### src/rtl/serial_adder.sv
// serial_adder: bit-serial adder/subtractor built around a single full-adder
// cell that is reused for WIDTH clock cycles, LSB first, with a registered
// carry between steps.
//
// Ports:
//   clk    rising-edge clock
//   rst    asynchronous active-high reset
//   start  operation request, sampled only while busy=0
//   a, b   operands, captured on an accepted start
//   cin    carry-in for add mode, captured on an accepted start
//   sub    mode: 0 = a+b+cin, 1 = a-b (a + ~b + 1)
//   busy   high while the serial steps are running
//   done   one-cycle pulse when sum/cout/ovf are refreshed
//   sum    result, held from one done pulse until the next
//   cout   carry out of the MSB (in subtract mode 1 = no borrow)
//   ovf    two's-complement overflow (carry into MSB xor carry out of MSB)
module serial_adder #(
  parameter int WIDTH = 8
) (
  input  logic             clk,
  input  logic             rst,
  input  logic             start,
  input  logic [WIDTH-1:0] a,
  input  logic [WIDTH-1:0] b,
  input  logic             cin,
  input  logic             sub,
  output logic             busy,
  output logic             done,
  output logic [WIDTH-1:0] sum,
  output logic             cout,
  output logic             ovf
);

  localparam int CW = $clog2(WIDTH + 1);
  localparam logic [CW-1:0] LAST = CW'(WIDTH - 1);

  typedef enum logic [1:0] {
    IDLE = 2'd0,
    RUN  = 2'd1,
    DONE = 2'd2
  } state_t;

  state_t           state;
  state_t           state_next;
  logic             accept;
  logic [WIDTH-1:0] opa;
  logic [WIDTH-1:0] opb;
  logic [WIDTH-1:0] acc;
  logic             carry;
  logic [CW-1:0]    cnt;
  logic             fa_s;
  logic             fa_c;
  logic [WIDTH:0]   acc_shift;
  logic             last_step;

  // The one full-adder cell, fed by the operand LSBs and the carry register.
  assign fa_s = opa[0] ^ opb[0] ^ carry;
  assign fa_c = (opa[0] & opb[0]) | (carry & (opa[0] ^ opb[0]));

  // New sum bit enters from the MSB side; dropping bit 0 of the concatenation
  // gives the shifted result and also works for WIDTH=1.
  assign acc_shift = {fa_s, acc};
  assign last_step = (cnt == LAST);

  always_ff @(posedge clk or posedge rst) begin
    if (rst) begin
      state <= IDLE;
    end else begin
      state <= state_next;
    end
  end

  always_comb begin
    state_next = state;
    accept     = 1'b0;
    busy       = 1'b0;
    done       = 1'b0;
    case (state)
      IDLE: begin
        if (start) begin
          accept     = 1'b1;
          state_next = RUN;
        end
      end
      RUN: begin
        busy = 1'b1;
        if (last_step) begin
          state_next = DONE;
        end
      end
      DONE: begin
        done = 1'b1;
        // A start in the done cycle is taken immediately (back-to-back).
        if (start) begin
          accept     = 1'b1;
          state_next = RUN;
        end else begin
          state_next = IDLE;
        end
      end
      default: begin
        state_next = IDLE;
      end
    endcase
  end

  always_ff @(posedge clk or posedge rst) begin
    if (rst) begin
      opa   <= '0;
      opb   <= '0;
      acc   <= '0;
      carry <= 1'b0;
      cnt   <= '0;
      sum   <= '0;
      cout  <= 1'b0;
      ovf   <= 1'b0;
    end else if (accept) begin
      // Subtraction is a + ~b + 1: invert b here and seed the carry with 1.
      opa   <= a;
      opb   <= sub ? ~b : b;
      carry <= sub | cin;
      cnt   <= '0;
    end else if (state == RUN) begin
      opa   <= opa >> 1;
      opb   <= opb >> 1;
      carry <= fa_c;
      cnt   <= cnt + CW'(1);
      acc   <= acc_shift[WIDTH:1];
      if (last_step) begin
        // On the MSB step the carry register holds the carry into the MSB.
        sum  <= acc_shift[WIDTH:1];
        cout <= fa_c;
        ovf  <= carry ^ fa_c;
      end
    end
  end

endmodule

### config.mk
export PLATFORM = sky130hd
export DESIGN_NAME = serial_adder
export DESIGN_NICKNAME = d
export VERILOG_FILES = /design/src/rtl/serial_adder.sv
export SDC_FILE = /design/constraint.sdc
export NUM_CORES = 1
export LEC_CHECK = 0
export ABC_CLOCK_PERIOD_IN_PS = 2100
export CAP_MARGIN = 20
export CORE_UTILIZATION = 45
export DETAILED_ROUTE_END_ITERATION = 10
export GPL_ROUTABILITY_DRIVEN = 0
export GPL_TIMING_DRIVEN = 0
export PLACE_DENSITY = 0.7
export SKIP_LAST_GASP = 1
export SLEW_MARGIN = 20
export SYNTH_ARGS = -nofsm -noshare
export SYNTH_HDL_FRONTEND = slang
export SYNTH_SLANG_ARGS = --single-unit
### constraint.sdc
create_clock -name clk -period 2.1 [get_ports clk]
set_clock_uncertainty 0.1 [all_clocks]
set_input_delay 0.21 -clock clk [delete_from_list [all_inputs] [get_ports clk]]
set_output_delay 0.21 -clock clk [all_outputs]
set_load 0.02 [all_outputs]
==> impl_metrics.ini <==
[run_status]
outcome = completed

[timing]
max-slew-margin-rel_pct = 61.9
rsz0062_at_grt = no
finalCritPeriodShare_pct = 87.6
clock.fmax_mhz = 544
drv_slew = 0
period_needed_ns = 1.84
finalSetupViolCount = 0
hold_slack_ns = 0.123
worstMarginPinSlew_ns = 0.572
hold_viol = 0
fin_tns_setup_ns = 0

[clocking]
clk_path_buf_depth = 2
cts-root-buf = clkbuf_8
clk-insertion-delay-late_ns = 0.29
numCtsBuffers = 5
cts_htree_levels = 2
cts_hold_buf = 0
clk_pin_slew_ns = 0.07
cts.sinks = 40
cts_tree = built

[die]
fp.dieH_um = 64.8
io_pins = 33
coreArea_mm2 = 0.00372
die_area_mm2 = 0.00420
floorplan.initialDensity_pct = 47.7
fp-row-count = 22
die_x_um = 64.8

[drt]
viasPerCell = 5.07
wl_mm = 3.09
wl_per_cell_um = 13.7
drc = 0
num_vias = 1145
drtIter0Drc = 27
first_pass_iters = 4
ant_nets = 0

[logic_synthesis]
postSynthCellCount = 138
synth_ff_type = dfrtp_1
synth_cell_types = 23
yosysSeqAreaShare_pct = 56.4
syn_avg_cell_area_um2 = 12.9
synth_edf_count = 0
syn_area_mm2 = 0.00177
syn_nets = 161
ys_ff_latch = 40
yosys_warnings = 0
async_flop_share_pct = 100

[finish]
num_antenna_cells = 0
final_util_pct = 61.8
drive_gt1_share_pct = 21.9
multi_input_area_um2 = 717
syn2layout_area_growth_pct = 29.5
nFillCells = 311
ff_latch_area_mm2 = 0.00100
nNetsFinal = 200

[setup_path]
required_ns = 1.79
end_kind = output port
rr_worst_depth = 5
crit_arrival_ns = 1.53
start_kind = flip-flop
worst-setup-path-type = reg2out
cp_max_fo = 10

[global_routing]
grt_pass1_wl_mm = 5.47
antenna_found_initial = 0
grt_pass1_vias = 1203
grt_overflow = 0
grt_max_degree = 26
track_usage_pct = 17.6

[run]
drv_cap = 0

[worst_hold_path]
min_path_type = in2async

[placement]
dpl.hpwl_mm = 2.28
io_buffers = 31

[power]
power_density_mw_per_mm2 = 1500
vdd_drop_max_v = 0.000714
power.leakage_nw = 1.08
-- final cells by class --
class | instances | area share, %
Buffer | 9 | 2.29
Clock buffer | 7 | 4.19
Clock inverter | 1 | 1.31
Inverter | 1 | 0.163
Multi-Input combinational cell | 88 | 31.2
Sequential cell | 40 | 43.6
Tap cell | 48 | 2.61
Timing Repair Buffer | 32 | 14.7
-- flip-flops by register name, summed over array words and instances, names as in the netlist --
| signal | count |
|---|---|
| sum | 8 |
| cnt | 4 |
| acc | 7 |
| cout | 1 |
| opb | 8 |
| carry | 1 |
| opa | 8 |
| state | 2 |
| ovf | 1 |
-- cell usage after synthesis (2+ instances only) --
library cell   n  area (um^2)
xor2_1         9         78.8
a22o_1         8         70.1
mux2i_1       10          100
nor2b_1        3         18.8
dfrtp_1       40         1000
mux2_2        19          214
buf_2          6         30.0
nand2_1       14         52.6
a21o_1         6         45.0
o21ai_0        9         45.0
nor2_1         2         7.51
-- cell usage in the layout (no fill, tap or decap), drive strengths merged --
| cell | count |
|---|---|
| a21o | 6 |
| a21oi | 1 |
| a221o | 1 |
| a22o | 8 |
| buf | 9 |
| bufinv | 1 |
| clkbuf | 8 |
| clkdlybuf4s50 | 30 |
| dfrtp | 40 |
| dlygate4sd2 | 1 |
| fa | 1 |
| ha | 1 |
| inv | 1 |
| mux2 | 19 |
| mux2i | 10 |
| nand2 | 14 |
| nand2b | 1 |
| nand4 | 1 |
| nor2 | 3 |
| nor2b | 3 |
| nor3b | 1 |
| o21ai | 9 |
| xor2 | 9 |
-- report_power, final --
part | internal (mW) | switching, mW | leakage, nW
Combinational | 0.778 | 0.648 | 0.516
Clock | 0.419 | 0.247 | 0.0645
Sequential | 1.13 | 0.222 | 0.497
-- stage by stage --
| step | cells | total power, mW | area [um^2] | setup slack [ns] |
|---|---|---|---|---|
| floorplan | 138 | 2.34 | 1770 | 0.563 |
| global placement | 217 | 2.74 | 2140 | 0.0898 |
| detailed placement | 218 | 2.82 | 2170 | 0.268 |
| CTS | 226 | 3.49 | 2300 | 0.242 |
| global route | 226 | 3.69 | 2300 | 0.160 |
| finish | 226 | 3.44 | 2300 | 0.261 |
-- worst paths after layout --
check / from / end / slack (ns)
setup / recovery: state[0]$_DFFE_PP0P_ / busy / 0.26
hold reg to reg: opa[1]$_DFFE_PP0P_ / opa[1]$_DFFE_PP0P_ / 0.38
max in group asynchronous: rst / acc[7]$_DFFE_PP0P_ / 1.33
min in group clk: a[6] / opa[6]$_DFFE_PP0P_ / 0.37
hold / removal: rst / opa[5]$_DFFE_PP0P_ / 0.12
setup reg to reg: cnt[0]$_DFFE_PP0P_ / sum[2]$_DFFE_PP0P_ / 0.43
-- timing repair --
item                       4_1_cts  5_1_grt
setup endpoints to repair        1        0
setup buffers                    0        0
gates resized for setup          1        0
-- worst max-delay path, stage by stage, from the launching register on --
cell,delay (ns)
dfrtp_1,0.37
nor2b_1,0.13
buf_2,0.15
buf_2,0.23
dlygate4sd2_1,0.36
-- kinds of logic (layout without fill, tap and decap cells) --
group / Yosys count / after routing / share of synthesized area, %
DFF: 40 / 40 / 56.4
AOI/OAI and AO/OA: 25 / 25 / 9.87
muxes: 29 / 29 / 17.7
adders and majority gates: 2 / 2 / 1.83
xor gates and xnor gates: 9 / 9 / 4.44
and+or+nand+nor: 23 / 23 / 6.56
buffers and inverters: 10 / 50 / 3.17
-- per-layer routing --
metal,track usage [%],up-vias,wire [um]
met2,29.4,33,1580
met5,0,-,0
met1,21.3,555,1340
li1,-,553,-
met4,5.83,0,24
met3,5.81,4,151
Power figures use the tool's default switching activity.
==> patch 1, RTL diff (config.mk and constraints unchanged) <==
The parameter `WIDTH` goes from 8 to 4.
--- a/src/rtl/serial_adder.sv
+++ b/src/rtl/serial_adder.sv
@@ -16,5 +16,5 @@
 //   ovf    two's-complement overflow (carry into MSB xor carry out of MSB)
 module serial_adder #(
-  parameter int WIDTH = 8
+  parameter int WIDTH = 4
 ) (
   input  logic             clk,
Ports: changed (resized a, b and sum); port bits go from 33 to 21. The function was not compared with the original's and may differ.
==> patch 1 against the original RTL <==
- synthesized cell count decreased by 40%
- sequential cell count decreased by 17
- combinational power decreased by 36%
- cell count decreased by 41%
- count of clock-buffer cells in the layout decreased by 3
- worst setup slack got worse by 0.0067 ns
- sequential power decreased by 43%
- synthesized area decreased by 42%
- cell area decreased by 44%
- total power decreased by 45%
- wire length decreased by 44%
==> patch 1: results <==
{
  "postSynthNetCount": 99,
  "met2RoutedLength_um": 819,
  "cts-buffers-inserted": 3,
  "synth-adder-area-share_pct": 4.353,
  "grt.met2_usage_pct": 26.35,
  "n_all_inverters": 4,
  "r2r-end": "sum[1]$_DFFE_PP0P_",
  "routed_wirelength_mm": 1.728,
  "use_met1_pct": 20.40,
  "post_synth_xor_area_fraction_pct": 4.232,
  "clkCellAreaFrac_pct": 2.047,
  "reg.largest.list": "opa: 4 flops, opb: 4 flops, sum: 4 flops",
  "syn_area_per_cell_um2": 12.47,
  "post-dp-hpwl_mm": 1.266,
  "clk-insertion-delay-late_ns": 0.32,
  "synth_seq_area_share_pct": 55.62,
  "multi_input_gate_share_of_total_cell_area_pct": 31.48,
  "portBuffers": 19,
  "setup.worst_path.start": "state[1]$_DFFE_PP0P_",
  "cts_num_sinks": 23,
  "peak_supply_drop_uv": 658.0,
  "grt_util_all_layers_pct": 16.38,
  "run_status": "complete, no violations",
  "yosys-mux-area-fraction_pct": 9.432,
  "final_net_count": 123,
  "maxSlewHeadroom_pct": 43.96,
  "area_delta_synth_final_pct": 24.06,
  "clkTransAtPathRegs_ns": 0.13,
  "routed_via_density": 5.098,
  "drc_violation_total_after_the_first_tritonroute_iteration": 6,
  "post_synth_most_frequent_cells": "dfrtp_1 (23), nand2_1 (13), a22o_1 (6), mux2_2 (6), xor2_1 (4)",
  "detailroute.wirelength.met3_um": 60,
  "drt-wirelength-per-cell_um": 12.99,
  "final.fill_count": 181,
  "synth-compound-area-share_pct": 12.45,
  "cts-htree-levels": 1,
  "placement.cell_area_um2": 1259
}
[patch 1: cell count changes after synthesis, sizes merged, moves of 2 or more]
cell,before,now
a22o,8,6
buf,8,4
inv,1,4
mux2,19,6
a21o,6,3
dfrtp,40,23
xor2,9,4
o21ai,9,4
nor2,3,1
mux2i,10,3
[patch 1: report_power, final]
| group | switching (mW) | internal (mW) |
|---|---|---|
| Sequential | 0.121 | 0.644 |
| Clock | 0.131 | 0.0743 |
| Combinational | 0.439 | 0.474 |
[patch 1: cell families (layout without fill, tap and decap cells)]
group / after synthesis / count (layout)
flip-flops: 23 / 23
buffers and inverters: 8 / 31
AO/OA/AOI/OAI: 17 / 17
adder cells (fa/ha/maj): 3 / 3
multiplexers: 9 / 9
AND/OR/NAND/NOR: 18 / 18
XOR/XNOR: 5 / 5
[patch 1: worst reg2reg max path, delay by kind of cell, from the launching register on]
kind / cells / cell delay (ns)
muxes: 1 / 0.39
and+or+nand+nor: 1 / 0.28
DFF: 1 / 0.41
adders and majority gates: 2 / 0.39
==> patch 2, RTL diff (same flow settings) <==
Made on the original files. Encoding of `state_t`: now one-hot (3 bits for 3 states).
--- a/src/rtl/serial_adder.sv
+++ b/src/rtl/serial_adder.sv
@@ -35,8 +35,8 @@
   localparam logic [CW-1:0] LAST = CW'(WIDTH - 1);
 
-  typedef enum logic [1:0] {
-    IDLE = 2'd0,
-    RUN  = 2'd1,
-    DONE = 2'd2
+  typedef enum logic [2:0] {
+    IDLE = 3'b001,
+    RUN  = 3'b010,
+    DONE = 3'b100
   } state_t;
 
Formal check against the unedited RTL: same outputs for any inputs over 10 cycles, from zero or initial values and one cycle with rst high; not proved beyond that.
==> patch 2 against the original RTL <==
- sequential cell count up 1
- worst setup slack worse by 0.20 ns
- via count up 11%
- non-clock buffer count down 1
- wire length up 18%
- synthesized area up 4.4%
- clock power down 20%
- cell area up 1.4%
- largest cell class unchanged
- total power down 26%
- cell count up 8.0%
- critical path depth up 1
- combinational power down 43%
==> patch 2: results <==
{
  "run_status": "complete, no violations",
  "clock_tree_root_driver_cell": "clkbuf_8",
  "total_leakage_power_nw": 1.060,
  "pin_count_of_the_biggest_net_entering_global_routing": 29,
  "routed_via_density": 5.189,
  "global_route.usage.met3_pct": 6.207,
  "r2r-end": "cout$_DFFE_PP0P_",
  "final_net_count": 218,
  "n_all_inverters": 3,
  "grt_util_all_layers_pct": 20.08,
  "cp.arrival_ns": 1.73,
  "final.fill_count": 333,
  "yosys-mux-area-fraction_pct": 6.081,
  "post_synth_most_frequent_cells": "dfrtp_1 (40), nand2_1 (29), a221o_1 (12), and2_1 (12), mux2_2 (10)",
  "multi_input_gate_share_of_total_cell_area_pct": 31.90,
  "buffer_area_share_pct": 16.86,
  "nFlopsAndLatches": 41,
  "antenna_violations_before_repair": 0,
  "wirelength_met1_mm": 1.687,
  "regToRegSetupSlack_ns": 0.17,
  "seqAreaFraction_pct": 44.09,
  "synth_cell_types": 30,
  "drc_violation_total_after_the_first_tritonroute_iteration": 121,
  "met2RoutedLength_mm": 1.715,
  "synth-compound-area-share_pct": 11.96,
  "timing.critical_path.slowest_cell_delay_ns": 0.42,
  "grt_pass1_wl_mm": 6.210,
  "post_cts_resize_count": 5,
  "post_synth_xor_area_fraction_pct": 5.203,
  "placement.cell_area_um2": 2242,
  "power-per-cell-area_nw_per_um2": 1092,
  "final.clkbuf_count": 8,
  "postSynthNetCount": 180,
  "cellInternalPower_mw": 1.712,
  "clock_power_share_pct": 20.9,
  "clock_tree.buffer_depth": 2,
  "use_met1_pct": 26.23,
  "critical_path_peak_fanout": 18,
  "drt-wirelength-per-cell_um": 14.89,
  "finalCoreUtilization_pct": 61.33,
  "power.combinational.fraction_pct": 31.8,
  "clkCellAreaFrac_pct": 3.867,
  "post-dp-hpwl_mm": 2.566,
  "synth_top_cells_by_area": "dfrtp_1 (54%), a221o_1 (6.5%), mux2_2 (6.1%)",
  "ff_to_ff_start": "state[2]$_DFFE_PP0P_",
  "synth_seq_area_share_pct": 55.47,
  "grt.met2_usage_pct": 30.61,
  "peak_supply_drop_uv": 479.5,
  "tightest_slew_ns": 0.5860,
  "final_layout_size_suffix_gt1_share_pct": 15.82
}
==> patch 2: cell types whose count changed in the layout (fill, tap and decap cells not counted), moves of 4 or more <==
cell / unedited run / this run
mux2i_1: 10 / 0
a221o_1: 1 / 12
mux2_2: 19 / 10
o21ai_0: 9 / 5
a21o_1: 6 / 0
a22o_1: 8 / 0
nand2_1: 14 / 29
and2_1: 0 / 12
a22oi_1: 0 / 6
buf_2: 6 / 1
xnor2_1: 0 / 4
==> patch 2: metrics by stage <==
step | cells | worst slack, ns | hold slack [ns] | TNS, ns
finish | 244 | 0.06235 | 0.08631 | 0
global route | 244 | -0.008805 | 0.1047 | -0.008805
CTS | 244 | 0.06378 | 0.08959 | 0
detailed placement | 237 | -0.1930 | 0.3676 | -0.1930
global placement | 236 | -0.1531 | 0.3573 | -0.1792
floorplan | 157 | 0.3237 | 0.2485 | 0
